## src/rtl/gray_pkg.sv

```systemverilog
// Shared Gray-code helpers and counter operation encoding.
// Functions work on a fixed-width word; callers zero-extend and truncate to their WIDTH.
package gray_pkg;

  localparam int unsigned GRAY_MAX_W = 64;

  typedef logic [GRAY_MAX_W-1:0] gray_word_t;

  typedef enum logic [1:0] {
    CNT_HOLD,
    CNT_LOAD,
    CNT_UP,
    CNT_DOWN
  } cnt_op_e;

  function automatic gray_word_t bin_to_gray(input gray_word_t bin);
    return bin ^ (bin >> 1);
  endfunction

  // Leading zero-extension bits decode to zero, so any narrower width truncates cleanly.
  function automatic gray_word_t gray_to_bin(input gray_word_t gray);
    gray_word_t bin;
    bin = '0;
    bin[GRAY_MAX_W-1] = gray[GRAY_MAX_W-1];
    for (int unsigned i = 1; i < GRAY_MAX_W; i++) begin
      bin[GRAY_MAX_W-1-i] = bin[GRAY_MAX_W-i] ^ gray[GRAY_MAX_W-1-i];
    end
    return bin;
  endfunction

endpackage

```

## src/rtl/gray2bin_decode.sv

```systemverilog
// Combinational Gray-to-binary prefix-XOR chain, MSB downward.
module gray2bin_decode #(
  parameter int unsigned WIDTH = 4
) (
  input  logic [WIDTH-1:0] gray,
  output logic [WIDTH-1:0] bin
);

  always_comb begin
    bin = '0;
    bin[WIDTH-1] = gray[WIDTH-1];
    for (int unsigned i = 1; i < WIDTH; i++) begin
      bin[WIDTH-1-i] = bin[WIDTH-i] ^ gray[WIDTH-1-i];
    end
  end

endmodule

```

## src/rtl/gray_counter.sv

```systemverilog
// Up/down Gray-code counter with parallel load and wrap pulse, plus an
// independent registered Gray-to-binary decode channel.
module gray_counter
  import gray_pkg::*;
#(
  parameter int unsigned WIDTH = 4
) (
  input  logic             clk,
  input  logic             rst,
  input  logic             en,
  input  logic             up,
  input  logic             load,
  input  logic [WIDTH-1:0] load_bin,
  output logic [WIDTH-1:0] bin_out,
  output logic [WIDTH-1:0] gray_out,
  output logic             wrap,
  input  logic [WIDTH-1:0] gray_in,
  input  logic             gray_in_valid,
  output logic [WIDTH-1:0] bin_dec,
  output logic             bin_dec_valid
);

  cnt_op_e          op;
  logic [WIDTH-1:0] next_bin;
  logic [WIDTH-1:0] next_gray;
  logic             next_wrap;
  logic [WIDTH-1:0] dec_bin;

  always_comb begin
    op = CNT_HOLD;
    if (load) begin
      op = CNT_LOAD;
    end else if (en) begin
      op = up ? CNT_UP : CNT_DOWN;
    end
  end

  always_comb begin
    next_bin  = bin_out;
    next_wrap = 1'b0;
    unique case (op)
      CNT_LOAD: next_bin = load_bin;
      CNT_UP: begin
        next_bin  = bin_out + WIDTH'(1);
        next_wrap = (bin_out == '1);
      end
      CNT_DOWN: begin
        next_bin  = bin_out - WIDTH'(1);
        next_wrap = (bin_out == '0);
      end
      default: ;
    endcase
    // Encoded from the next-state value so gray_out and bin_out update together.
    next_gray = WIDTH'(bin_to_gray(GRAY_MAX_W'(next_bin)));
  end

  always_ff @(posedge clk) begin
    if (rst) begin
      bin_out  <= '0;
      gray_out <= '0;
      wrap     <= 1'b0;
    end else begin
      bin_out  <= next_bin;
      gray_out <= next_gray;
      wrap     <= next_wrap;
    end
  end

  gray2bin_decode #(.WIDTH(WIDTH)) u_decode (
    .gray (gray_in),
    .bin  (dec_bin)
  );

  always_ff @(posedge clk) begin
    if (rst) begin
      bin_dec       <= '0;
      bin_dec_valid <= 1'b0;
    end else begin
      bin_dec_valid <= gray_in_valid;
      if (gray_in_valid) begin
        bin_dec <= dec_bin;
      end
    end
  end

endmodule

```

## config.mk

```make
export PLATFORM = sky130hd
export DESIGN_NAME = gray_counter
export DESIGN_NICKNAME = d
export VERILOG_FILES = /design/src/rtl/gray_pkg.sv /design/src/rtl/gray2bin_decode.sv /design/src/rtl/gray_counter.sv
export SDC_FILE = /design/constraint.sdc
export NUM_CORES = 1
export LEC_CHECK = 0
export CAP_MARGIN = 10
export CORE_ASPECT_RATIO = 0.6
export CORE_UTILIZATION = 23
export DETAILED_ROUTE_END_ITERATION = 10
export PLACE_DENSITY = 0.59
export SLEW_MARGIN = 20
export SYNTH_ARGS = -nofsm -noshare
export SYNTH_HDL_FRONTEND = slang
export SYNTH_HIERARCHICAL = 1
export SYNTH_SLANG_ARGS = --single-unit
```

## constraint.sdc

```tcl
create_clock -name clk -period 4.45 [get_ports clk]
set_clock_uncertainty 0.2 [all_clocks]
set_input_delay 0.6675 -clock clk [delete_from_list [all_inputs] [get_ports clk]]
set_output_delay 0.6675 -clock clk [all_outputs]
set_load 0.05 [all_outputs]
```

== Word level (Yosys, flattened, before mapping) ==
Cells that the tools add are included.

* Add/sub/neg operators: 2
* Equal/unequal tests: 4
* Multiplexer cells: 5
* Bitwise gates (word level): 4
* Reduce and logical (&&, ||, !) cells: 1

{| class="wikitable"
|+ Operator list
! operator !! number
|-
| $pmux W4 S3 || 1
|-
| $add A4 B1 Y4 const B || 1
|-
| $eq A2 B2 Y1 const B || 2
|-
| $eq A4 B4 Y1 const B || 1
|-
| $logic_not A4 Y1 || 1
|-
| $mux W2 || 2
|-
| $sub A4 B1 Y4 const B || 1
|-
| $xor A4 B3 Y4 || 1
|-
| $xor A1 B1 Y1 || 3
|-
| $eq A2 B1 Y1 const B || 1
|-
| $pmux W1 S2 || 1
|-
| $mux W1 || 1
|}

* Register bits after elaboration: 14
* Bits of input ports: 14
* Output and inout bits: 14
* Logic and storage cells: 21

== Logic depth before layout (Yosys ltp) ==
Gate-level depths: netlist of run 1.

* Depth after elaboration: 6
* Mapped depth: 9
* Depth with buffers taken out: 9

== Hierarchy ==
Netlist of run 1, hierarchy kept.

{| class="wikitable"
|+ Modules (own cells, without submodules)
! module !! instances !! cells an instance !! area an instance (µm²)
|-
| gray_counter || 1 || 65 || 616.8
|-
| gray2bin_decode || 1 || 5 || 50.0
|}

== Worst setup path after synthesis of run 1 ==
No wires, ideal clock.

* Path kind: input to register
* From: input port load
* To: register gray_out[2]
* Setup time: 128 ps
* Arrival: 2109 ps
* Required time: 4122 ps
* Path slack: 2013 ps
* Stages: 8
* Path through: nand2b_1 -> nor2_1 -> xor2_1 -> ha_1 -> or3_1 -> o311a_1 -> xnor2_1 -> nor2_1

* Cells in the longest elaborated chain, start to end: 4
* Elaborated cells between the ends (all ways): 6
* Those cells by class: 3 x eq/ne; 2 x mux; 1 x bitwise

{| class="wikitable"
|+ Ends and longest elaborated chain
! element !! line !! source
|-
| start: declaration || gray_counter.sv:12 || <nowiki>input logic load,</nowiki>
|-
| $mux W2 * || gray_counter.sv:31 || <nowiki>if (load) begin</nowiki>
|-
| $eq A2 B2 Y1 / $eq A2 B1 Y1 (equally long branches) || gray_counter.sv:41 || <nowiki>unique case (op)</nowiki>
|-
| $pmux W4 S3 * || gray_counter.sv:41 ||
|-
| $xor A4 B3 Y4 * || gray_pkg.sv:17 || <nowiki>return bin ^ (bin >> 1);</nowiki>
|-
| end signal: assignment || gray_counter.sv:64 || <nowiki>gray_out <= next_gray;</nowiki>
|-
| end: declaration || gray_counter.sv:15 || <nowiki>output logic [WIDTH-1:0] gray_out,</nowiki>
|}

Every way passes the cells marked *; elsewhere a longest branch is shown, timed or not.
A chain may end at the register's enable or synchronous reset.

== Final worst setup path of run 1 ==
Ends and elaborated chain as after synthesis.

==> results of run 1 <==
## final cells by class
class                           instances  area (µm²)  area share
Tap cell                               32        40.0      0.0406
Timing Repair Buffer                   27         270       0.274
Clock buffer                            4        45.0      0.0456
Sequential cell                        13         260       0.264
Multi-Input combinational cell         52         372       0.376
## cells by family after synthesis
| logic type | after synthesis |
|---|---|
| multiplexers | 5 |
| AND/OR/NAND/NOR | 30 |
| buffers and inverters | 5 |
| XOR/XNOR | 9 |
| adder cells (fa/ha/maj) | 1 |
| AO/OA/AOI/OAI | 7 |
| flip-flops | 13 |
## registers in the layout, summed over array words and instances (netlist names)
signal	flops
wrap	1
bin_out	4
gray_out	3
bin_dec_valid	1
bin_dec	4
## cell usage in the layout, fill, tap and decap left out, drive strengths merged
| master | n |
|---|---|
| a21oi | 2 |
| xor2 | 3 |
| nor3 | 2 |
| or3b | 2 |
| xnor2 | 6 |
| nor3b | 1 |
| nor2 | 15 |
| o2111ai | 1 |
| and3 | 1 |
| clkdlybuf4s50 | 27 |
| o311a | 2 |
| nand2b | 1 |
| mux2i | 5 |
| o311ai | 1 |
| dfxtp | 13 |
| nor2b | 1 |
| nand2 | 3 |
| ha | 1 |
| or3 | 1 |
| nand4b | 2 |
| or4 | 1 |
| a31oi | 1 |
| clkbuf | 4 |
## worst max-delay path: stages
cell             delay [ps]
clkdlybuf4s50_1         690
nand2b_1                300
nor2_1                   80
xor2_1                  150
ha_1                    190
or3_1                   330
o311a_1                 360
xnor2_1                 160
nor2_1                   50
## power by group
part,switching [µW],internal (µW)
clock network,40.1,63.1
logic,68.3,48.8
registers,8.18,127
## path summary, 6_finish.rpt
| kind | endpoint | slack [ps] | start |
|---|---|---|---|
| max | gray_out[2] | 1390 | load |
| min | bin_dec[1] | 300 | bin_dec[1] |
| max reg2reg | gray_out[2] | 2470 | bin_out[1] |
| min reg2reg | bin_dec[1] | 300 | bin_dec[1] |
## metrics by stage
stage	hold WS [ps]	worst slack [ps]	total power, µW
final	302	1390	356
after global placement	279	1200	254
after floorplan	537	2010	215
after CTS	303	1390	361
after detailed placement	291	1140	255
after global routing	321	1210	375
## metal layers
layer | global-route usage | up-vias
li1 | - | 292
met1 | 0.135 | 279
met2 | 0.152 | 15
met3 | 0.0419 | 2
met4 | 0.0471 | 0
met5 | 0 | -
==> impl_metrics.csv, run 1 <==
group,metric,value,unit
status,outcome,"finished clean",
cells_and_area,final_design_area_no_fill,987,µm²
logic_synthesis,synth_seq_area_share,0.390,
logic_synthesis,synth.net_count,85,
clock_tree,h-tree-depth,1,
logic_synthesis,dominant_combinational_cell_family_by_area_after_synthesis,"simple AND/OR/NAND/NOR gates",
timing,final-hold-violation-count,0,
setup_path,cp_startpoint_kind,"input pin",
logic_synthesis,synthesis.area_per_instance,9.53,µm²
floorplan,floorplan.initialDensity,0.254,
cells_and_area,layout.nets,112,
logic_synthesis,async_flop_share,0,
detailed_routing,post_drt_via_cell_ratio,4.59,
pwr,vdd.ir_drop.worst,0.165,mV
placement,placedInstanceArea,942,µm²
detailed_routing,detailed_routed_wire_length_on_met3,77,µm
logic_synthesis,synth_top_cell_area_share,0.390,
setup_path,critical_path.endpoint_type,"register",
floorplan,i_o_pin_total,28,
cells_and_area,final_core_util,0.376,
logic_synthesis,synth.most_common_cell,"nor2_1",
clock_tree,cts.sink_count,13,
detailed_routing,drt_pre_antenna_iters,4,
placement,post-dp-hpwl,1140,µm
cells_and_area,area.growth.synth_to_final,48.0,%
timing,worst_pin_slew,502,ps
detailed_routing,vias,588,
detailed_routing,first_iter_violations,11,
logic_synthesis,synth_adder_area_share,0.0188,
global_routing,overflow,0,
timing,setup_viol,0,
placement,gp_routability_congestion,0.689,
placement,port-buffer-count,27,
placement,place.detailed.instances,124,
detailed_routing,wl_met2,683,µm
clock_tree,clk_pin_slew_worst_setup_hold_paths,50,ps
cells_and_area,final.fill_count,274,
job,max_cap_violations,0,
timing,setup_total_negative_slack,0,ps
setup_path,critPathArrivalTime,2970,ps
logic_synthesis,synth-seq-cells,13,
logic_synthesis,synth_compound_area_frac,0.0919,
logic_synthesis,synth-warning-count,6,
detailed_routing,detail_route.wirelength.met1,718,µm
floorplan,design.die.area,3130,µm²
logic_synthesis,synth.cell_area,667,µm²
global_routing,grt_util_all_layers,0.104,
clock_tree,clock_latency,240,ps
timing,final-max-slew-violation-count,0,
clock_tree,cts_setup_buffers,0,
pwr,power.density,360,nW/µm²
detailed_routing,antenna_left,0,
logic_synthesis,synth_mux_area_frac,0.0750,
logic_synthesis,synth_largest_area_cell,"dfxtp_1",
cells_and_area,antenna_cells_inserted,0,
setup_path,crit_fanout,12,
logic_synthesis,gate_count_post_synth,70,
floorplan,placement_rows,14,
logic_synthesis,synthDistinctLibCells,27,
cells_and_area,post_layout_nonfiller_instances,128,
timing,worst_slew_margin_rel,0.664,
timing,timing.fmax,327,MHz
global_routing,antenna_found_initial,0,
logic_synthesis,postSynth.topFlopCell,"dfxtp_1",
logic_synthesis,synthTopCellsByCount,"15 x nor2_1, 13 x dfxtp_1, 6 x xnor2_1",
clock_tree,post_cts.resized_instances,0,
detailed_routing,detail_route.drc_violations,0,
clock_tree,clock_tree.buffer_depth,2,
logic_synthesis,basic_gate_share_of_the_synthesized_area_counting_and_or_nand_and_nor_cells,0.242,
clock_tree,ctsRootBufferMaster,"clkbuf_8",
timing,rsz0062_at_grt,"false",
clock_tree,cts-buffers-inserted,3,
cells_and_area,layout-drive-gt1-share,0.0833,
clock_tree,post_cts_hold_buffer_count,0,
global_routing,grt_pass1_vias,538,
logic_synthesis,number_of_synthesized_flops_with_an_enable_pin,0,
pwr,p_leak,0.000377,µW
logic_synthesis,synth.area.top_cells,"dfxtp_1 39%, nor2_1 8.4%, xnor2_1 7.9%, mux2i_1 7.5%, o311a_1 3.0%",
floorplan,die_y,43.7,µm
detailed_routing,drt_wl_total,1500,µm
floorplan,floorplan.core_area,2630,µm²
setup_path,ff2ff_path_depth,6,
detailed_routing,avgRoutedWirePerCell,11.7,µm
clock_tree,tritoncts_clock_tree,"yes",
logic_synthesis,yosys.area_share.xor_xnor,0.129,
global_routing,wire_length_of_the_first_global_routing_pass,2410,µm
setup_path,crit_required,4360,ps
global_routing,grt_start_max_net_pins,14,
timing,post-route-period-util,0.688,
worst_hold_path,hold_path_depth,2,
detailed_routing,highest-signal-layer,"met4",
setup_path,worst-setup-path-type,"in -> reg",
timing,timing.final.crit_period,3060,ps
worst_hold_path,hold_class,"reg -> reg",
floorplan,horizontal_extent_of_the_die,71.5,µm
(Power assumes the default switching activity.)
==> run 2: changes to the inputs <==
--- a/config.mk
+++ b/config.mk
@@ -9,7 +9,7 @@
 export CORE_ASPECT_RATIO = 0.6
 export CORE_UTILIZATION = 23
 export DETAILED_ROUTE_END_ITERATION = 10
-export PLACE_DENSITY = 0.59
+export PLACE_DENSITY = 0.6
 export SLEW_MARGIN = 20
 export SYNTH_ARGS = -nofsm -noshare
 export SYNTH_HDL_FRONTEND = slang
==> constraint.sdc (replaced) <==
create_clock -name clk -period 2.5 [get_ports clk]
set_clock_uncertainty 0.2 [all_clocks]
set_input_delay 0.375 -clock clk [delete_from_list [all_inputs] [get_ports clk]]
set_output_delay 0.375 -clock clk [all_outputs]
set_load 0.05 [all_outputs]
==> run 2 against run 1 <==
Net effect: die area unchanged; sequential power is 79% higher; worst setup slack worse by 1200 ps; global-route usage increased by 0.20 points; clock power up 79%; power is 80% higher; first-iteration DRC count is 55% higher; non-clock buffer count up 5; largest power group unchanged; sequential cell count is the same; largest cell class unchanged; combinational power grew 84%.
==> impl_metrics.csv, run 2 (same netlist as run 1, synthesis figures left out) <==
group,metric,value,unit
setup_path,worstSetupPathDepth,9,
timing,worst_slew_margin_rel,0.661,
floorplan,placement_rows,14,
setup_path,cpMaxStageDelayCell,"clkdlybuf4s50_1",
clock_tree,post_cts.resized_instances,0,
timing,finalHoldWorstSlack,302,ps
setup_path,cp_startpoint_kind,"input pin",
cells_and_area,layout.nets,117,
setup_path,crit_start,"load",
clock_tree,h-tree-depth,1,
global_routing,grtUsageMet2,0.156,
detailed_routing,avgRoutedWirePerCell,10.9,µm
global_routing,grt-busiest-layer,"met2",
detailed_routing,detail_route.drc_violations,0,
setup_path,crit_required,2410,ps
timing,setup_viol,0,
floorplan,die_y,43.7,µm
setup_path,timing.critical_path.to,"gray_out[2]",
timing,final-hold-violation-count,0,
global_routing,use_met3,0.0419,
cells_and_area,layout.cells.most_common,"clkdlybuf4s50_1",
setup_path,crit_fanout,3,
cells_and_area,layout_common_cells,"27 x clkdlybuf4s50_1, 15 x nor2_1, 13 x dfxtp_1, 6 x xnor2_1",
status,outcome,"finished clean",
setup_path,worst-setup-path-type,"in -> reg",
global_routing,wire_length_of_the_first_global_routing_pass,2420,µm
placement,place_worst_setup_slack,-95.0,ps
placement,place.detailed.instances,129,
setup_path,cp_num_buf_inv,1,
worst_hold_path,hold_class,"reg -> reg",
clock_tree,cts.sink_count,13,
setup_path,critPathArrivalTime,2250,ps
floorplan,floorplan.core_area,2630,µm²
clock_tree,post_cts_hold_buffer_count,0,
timing,final-max-slew-violation-count,0,
placement,port-buffer-count,27,
floorplan,horizontal_extent_of_the_die,71.5,µm
clock_tree,cts-buffers-inserted,3,
detailed_routing,drt_pre_antenna_iters,2,
global_routing,grt.met1_usage,0.129,
clock_tree,tritoncts_clock_tree,"yes",
detailed_routing,post_drt_via_cell_ratio,4.44,
global_routing,grt_start_max_net_pins,14,
pwr,power.density,624,nW/µm²
timing,worst_pin_slew,506,ps
global_routing,grt_util_all_layers,0.106,
pwr,vdd.ir_drop.worst,0.185,mV
clock_tree,clock_tree.buffer_depth,2,
cells_and_area,post_layout_nonfiller_instances,133,
cells_and_area,largestRegisters,"bin_dec x4, bin_out x4, gray_out x3",
floorplan,floorplan.initialDensity,0.254,
global_routing,grt_pass1_vias,547,
setup_path,rr_endpoint,"gray_out[2]",
global_routing,antenna_found_initial,0,
clock_tree,clk_pin_slew_worst_setup_hold_paths,50,ps
timing,rsz0062_at_grt,"false",
timing,timing.final.crit_period,2340,ps
worst_hold_path,hold_path_depth,2,
setup_path,reg2reg_setup_slack,530,ps
job,max_cap_violations,0,
floorplan,i_o_pin_total,28,
timing,postLayoutSetupSlackWorst,164,ps
clock_tree,cts_setup_buffers,0,
clock_tree,ctsRootBufferMaster,"clkbuf_8",
placement,gp_routability_congestion,0.732,
setup_path,ff2ff_path_depth,6,
clock_tree,clock_latency,240,ps
setup_path,crit_path_cell_trace,"clkdlybuf4s50_1, nand2b_1, nor2_1, xor2_1, ha_1, or3_1, o311a_1, xnor2_1, nor2_1",
cells_and_area,area.growth.synth_to_final,53.7,%
timing,timing.fmax,428,MHz
setup_path,worst_path_most_repeated_cell,"nor2_1",
cells_and_area,antenna_cells_inserted,0,
floorplan,design.die.area,3130,µm²
setup_path,timing.critical_path.slowest_cell_delay,470,ps
setup_path,category_of_cells_accounting_for_the_largest_share_of_critical_path_delay,"simple AND/OR/NAND/NOR gates",
detailed_routing,drt_wl_total,1450,µm
cells_and_area,layout-drive-gt1-share,0.129,
setup_path,regToRegStartpoint,"bin_out[1]",
setup_path,critical_path.endpoint_type,"register",
pwr,p_leak,0.000400,µW
detailed_routing,antenna_left,0,
detailed_routing,first_iter_violations,17,
placement,post-dp-hpwl,1150,µm
global_routing,overflow,0,
detailed_routing,vias,591,
timing,post-route-period-util,0.934,
-- run 2: changes by cell type in the layout (fill, tap and decap cells not counted) --
cell	previous run	this run
buf_4	0	5
-- run 2: area by class of cell --
type | count | area, µm²
clock buffers | 4 | 45.0
fillers | 261 | 1600
multi-input cells | 52 | 372
flip-flops and latches | 13 | 260
well taps | 32 | 40.0
repair buffers | 32 | 308
-- run 2: worst min-delay path by stage --
stage / from / endpoint / slack (ps)
finish: bin_dec[2] / bin_dec[2] / 300
global route: bin_dec[2] / bin_dec[2] / 350
CTS: bin_dec[2] / bin_dec[2] / 310
detailed placement: bin_dec[2] / bin_dec[2] / 290
global placement: bin_dec[3] / bin_dec[3] / 280
floorplan: rst / bin_dec_valid / 250
-- run 2: per-stage QoR --
stage | power, µW | utilization | cell area, µm² | setup TNS [ps]
floorplan | 383 | - | 667 | 0
global route | 672 | 0.390 | 1020 | 0
finish | 639 | 0.390 | 1020 | 0
detailed placement | 461 | 0.373 | 980 | -185
CTS | 647 | 0.390 | 1020 | 0
global placement | 460 | 0.373 | 980 | -107
-- run 2: power breakdown --
group / leakage (µW) / internal, µW / switching (µW) / total [µW]
Combinational: 0.000270 / 93.0 / 122 / 215
Sequential: 0.000108 / 226 / 14.4 / 241
Clock: 0.0000228 / 112 / 71.5 / 184
Total: 0.000400 / 432 / 208 / 639
-- run 2: metal layers --
layer  share of wire  vias up
li1                -      303
met1            0.49      272
met2            0.44       11
met3           0.046        5
met4           0.028        0
met5               0        -
-- run 2: worst min-delay path, stage by stage, from the launching register on --
cell and delay, ps:
dfxtp_1 320, mux2i_1 70, nor2_1 80
==> run 3: changes to the inputs <==
--- a/config.mk
+++ b/config.mk
@@ -8,6 +8,7 @@
 export CAP_MARGIN = 10
 export CORE_ASPECT_RATIO = 0.6
 export CORE_UTILIZATION = 23
+export CTS_BUF_LIST = sky130_fd_sc_hd__clkbuf_4 sky130_fd_sc_hd__clkbuf_8
 export DETAILED_ROUTE_END_ITERATION = 10
 export PLACE_DENSITY = 0.6
 export SLEW_MARGIN = 20
==> run 3 against run 2 <==
Net effect: power grew 1.7%; critical path type unchanged; first-iteration DRC count is the same; sequential share of layout area fell by 0.093 points; fmax hardly changed; count of clock-buffer cells in the layout did not move; critical path depth unchanged; wire length stayed put; largest power group unchanged; final area is 0.37% higher; worst setup slack barely moved; cell count unchanged; via count stayed put.
==> impl_metrics.csv, run 3 (same netlist as run 1, synthesis figures left out) <==
group,metric,value,unit
status,outcome,"finished clean",
floorplan,floorplan.core_area,2630,µm²
worst_hold_path,holdPathEnd,"bin_dec[2]",
floorplan,placement_rows,14,
placement,post-dp-hpwl,1150,µm
timing,timing.fmax,428,MHz
setup_path,cpMaxStageDelayCell,"clkdlybuf4s50_1",
clock_tree,tritoncts_clock_tree,"yes",
clock_tree,h-tree-depth,1,
global_routing,overflow,0,
detailed_routing,drt_pre_antenna_iters,2,
clock_tree,clock_latency,240,ps
placement,placedInstanceArea,980,µm²
detailed_routing,avgRoutedWirePerCell,10.9,µm
setup_path,cp_startpoint_kind,"input pin",
timing,setup_total_negative_slack,0,ps
setup_path,crit_fanout,3,
clock_tree,clk_pin_slew_worst_setup_hold_paths,50,ps
global_routing,antenna_found_initial,0,
cells_and_area,layout-drive-gt1-share,0.139,
timing,worst_pin_slew,506,ps
detailed_routing,post_drt_via_cell_ratio,4.44,
global_routing,grt_util_all_layers,0.106,
timing,final-max-slew-violation-count,0,
timing,finalHoldWorstSlack,302,ps
floorplan,die_y,43.7,µm
worst_hold_path,hold_path_depth,2,
cells_and_area,layout_common_cells,"27 x clkdlybuf4s50_1, 15 x nor2_1, 13 x dfxtp_1, 6 x xnor2_1",
pwr,p_leak,0.000404,µW
cells_and_area,largestRegisters,"bin_dec x4, bin_out x4, gray_out x3",
clock_tree,cts.sink_count,13,
setup_path,worst_path_most_repeated_cell,"nor2_1",
timing,rsz0062_at_grt,"false",
clock_tree,post_cts_hold_buffer_count,0,
detailed_routing,vias,591,
detailed_routing,detail_route.drc_violations,0,
setup_path,critPathArrivalTime,2250,ps
pwr,vdd.ir_drop.worst,0.185,mV
timing,final-hold-violation-count,0,
floorplan,horizontal_extent_of_the_die,71.5,µm
placement,gp_routability_congestion,0.732,
cells_and_area,area.growth.synth_to_final,54.2,%
global_routing,grt_pass1_vias,547,
placement,port-buffer-count,27,
cells_and_area,layout.nets,117,
floorplan,design.die.area,3130,µm²
timing,timing.final.crit_period,2340,ps
worst_hold_path,launch_point_of_the_worst_hold_path,"bin_dec[2]",
clock_tree,cts-buffers-inserted,3,
global_routing,wire_length_of_the_first_global_routing_pass,2420,µm
clock_tree,post_cts.resized_instances,0,
worst_hold_path,hold_class,"reg -> reg",
timing,post-route-period-util,0.934,
detailed_routing,drt_wl_total,1450,µm
setup_path,crit_path_cell_trace,"clkdlybuf4s50_1, nand2b_1, nor2_1, xor2_1, ha_1, or3_1, o311a_1, xnor2_1, nor2_1",
cells_and_area,final_design_area_no_fill,1030,µm²
timing,worst_slew_margin_rel,0.661,
setup_path,worst-setup-path-type,"in -> reg",
setup_path,ff2ff_path_depth,6,
floorplan,i_o_pin_total,28,
clock_tree,ctsRootBufferMaster,"clkbuf_8",
clock_tree,cts_setup_buffers,0,
cells_and_area,layout.cells.most_common,"clkdlybuf4s50_1",
pwr,power.density,632,nW/µm²
setup_path,timing.critical_path.slowest_cell_delay,470,ps
setup_path,rr_endpoint,"gray_out[2]",
detailed_routing,first_iter_violations,17,
floorplan,floorplan.initialDensity,0.254,
setup_path,reg2reg_setup_slack,530,ps
cells_and_area,final.fill_count,260,
cells_and_area,antenna_cells_inserted,0,
setup_path,crit_required,2410,ps
setup_path,regToRegStartpoint,"bin_out[1]",
job,max_cap_violations,0,
timing,setup_viol,0,
detailed_routing,antenna_left,0,
global_routing,grt_start_max_net_pins,14,
setup_path,critical_path.endpoint_type,"register",
clock_tree,clock_tree.buffer_depth,2,
## run 3: area by class of cell
class	instances	area [µm²]	share of cell area
flip-flops and latches	13	260	0.253
well taps	32	40.0	0.0389
repair buffers	32	308	0.299
multi-input cells	52	372	0.361
clock buffers	4	48.8	0.0474
## run 3: report_power, final
group	total (µW)	internal [µW]	switching [µW]
logic	215	93.0	122
clock network	195	123	71.5
registers	241	226	14.4
## run 3: per-stage QoR
stage | setup slack [ps] | cells | total power (µW) | util
6_report | 164 | 133 | 650 | 0.391
5_1_grt | 48.3 | 133 | 683 | 0.391
4_1_cts | 157 | 133 | 658 | 0.391
3_5_place_dp | -95.0 | 129 | 461 | 0.373
3_3_place_gp | -67.1 | 129 | 460 | 0.373
2_1_floorplan | 305 | 70 | 383 | -
## run 3: worst max path at each step
| stage | endpoint | cells after the start | slack, ps | startpoint |
|---|---|---|---|---|
| 2_1_floorplan | gray_out[2] | 6 | 300 | bin_out[1] |
| 3_3_place_gp | gray_out[2] | 9 | -70 | load |
| 3_5_place_dp | gray_out[2] | 9 | -100 | load |
| 4_1_cts | gray_out[2] | 9 | 160 | load |
| 5_1_grt | gray_out[2] | 9 | 50 | load |
| 6_report | gray_out[2] | 9 | 160 | load |
## run 3: routing by layer
| layer | track usage | vias up | part of all wire |
|---|---|---|---|
| met5 | 0 | - | 0 |
| met4 | 0.0706 | 0 | 0.028 |
| met3 | 0.0419 | 5 | 0.046 |
| met2 | 0.156 | 11 | 0.44 |
| met1 | 0.129 | 272 | 0.48 |
| li1 | - | 303 | - |
## run 3: critical path: cells and delay by family
kind                       cells  cell delay [ps]
AOI/OAI and AO/OA              1              360
xor gates and xnor gates       2              290
adders and majority gates      1              190
buffers and inverters          1              470
and+or+nand+nor                4              560
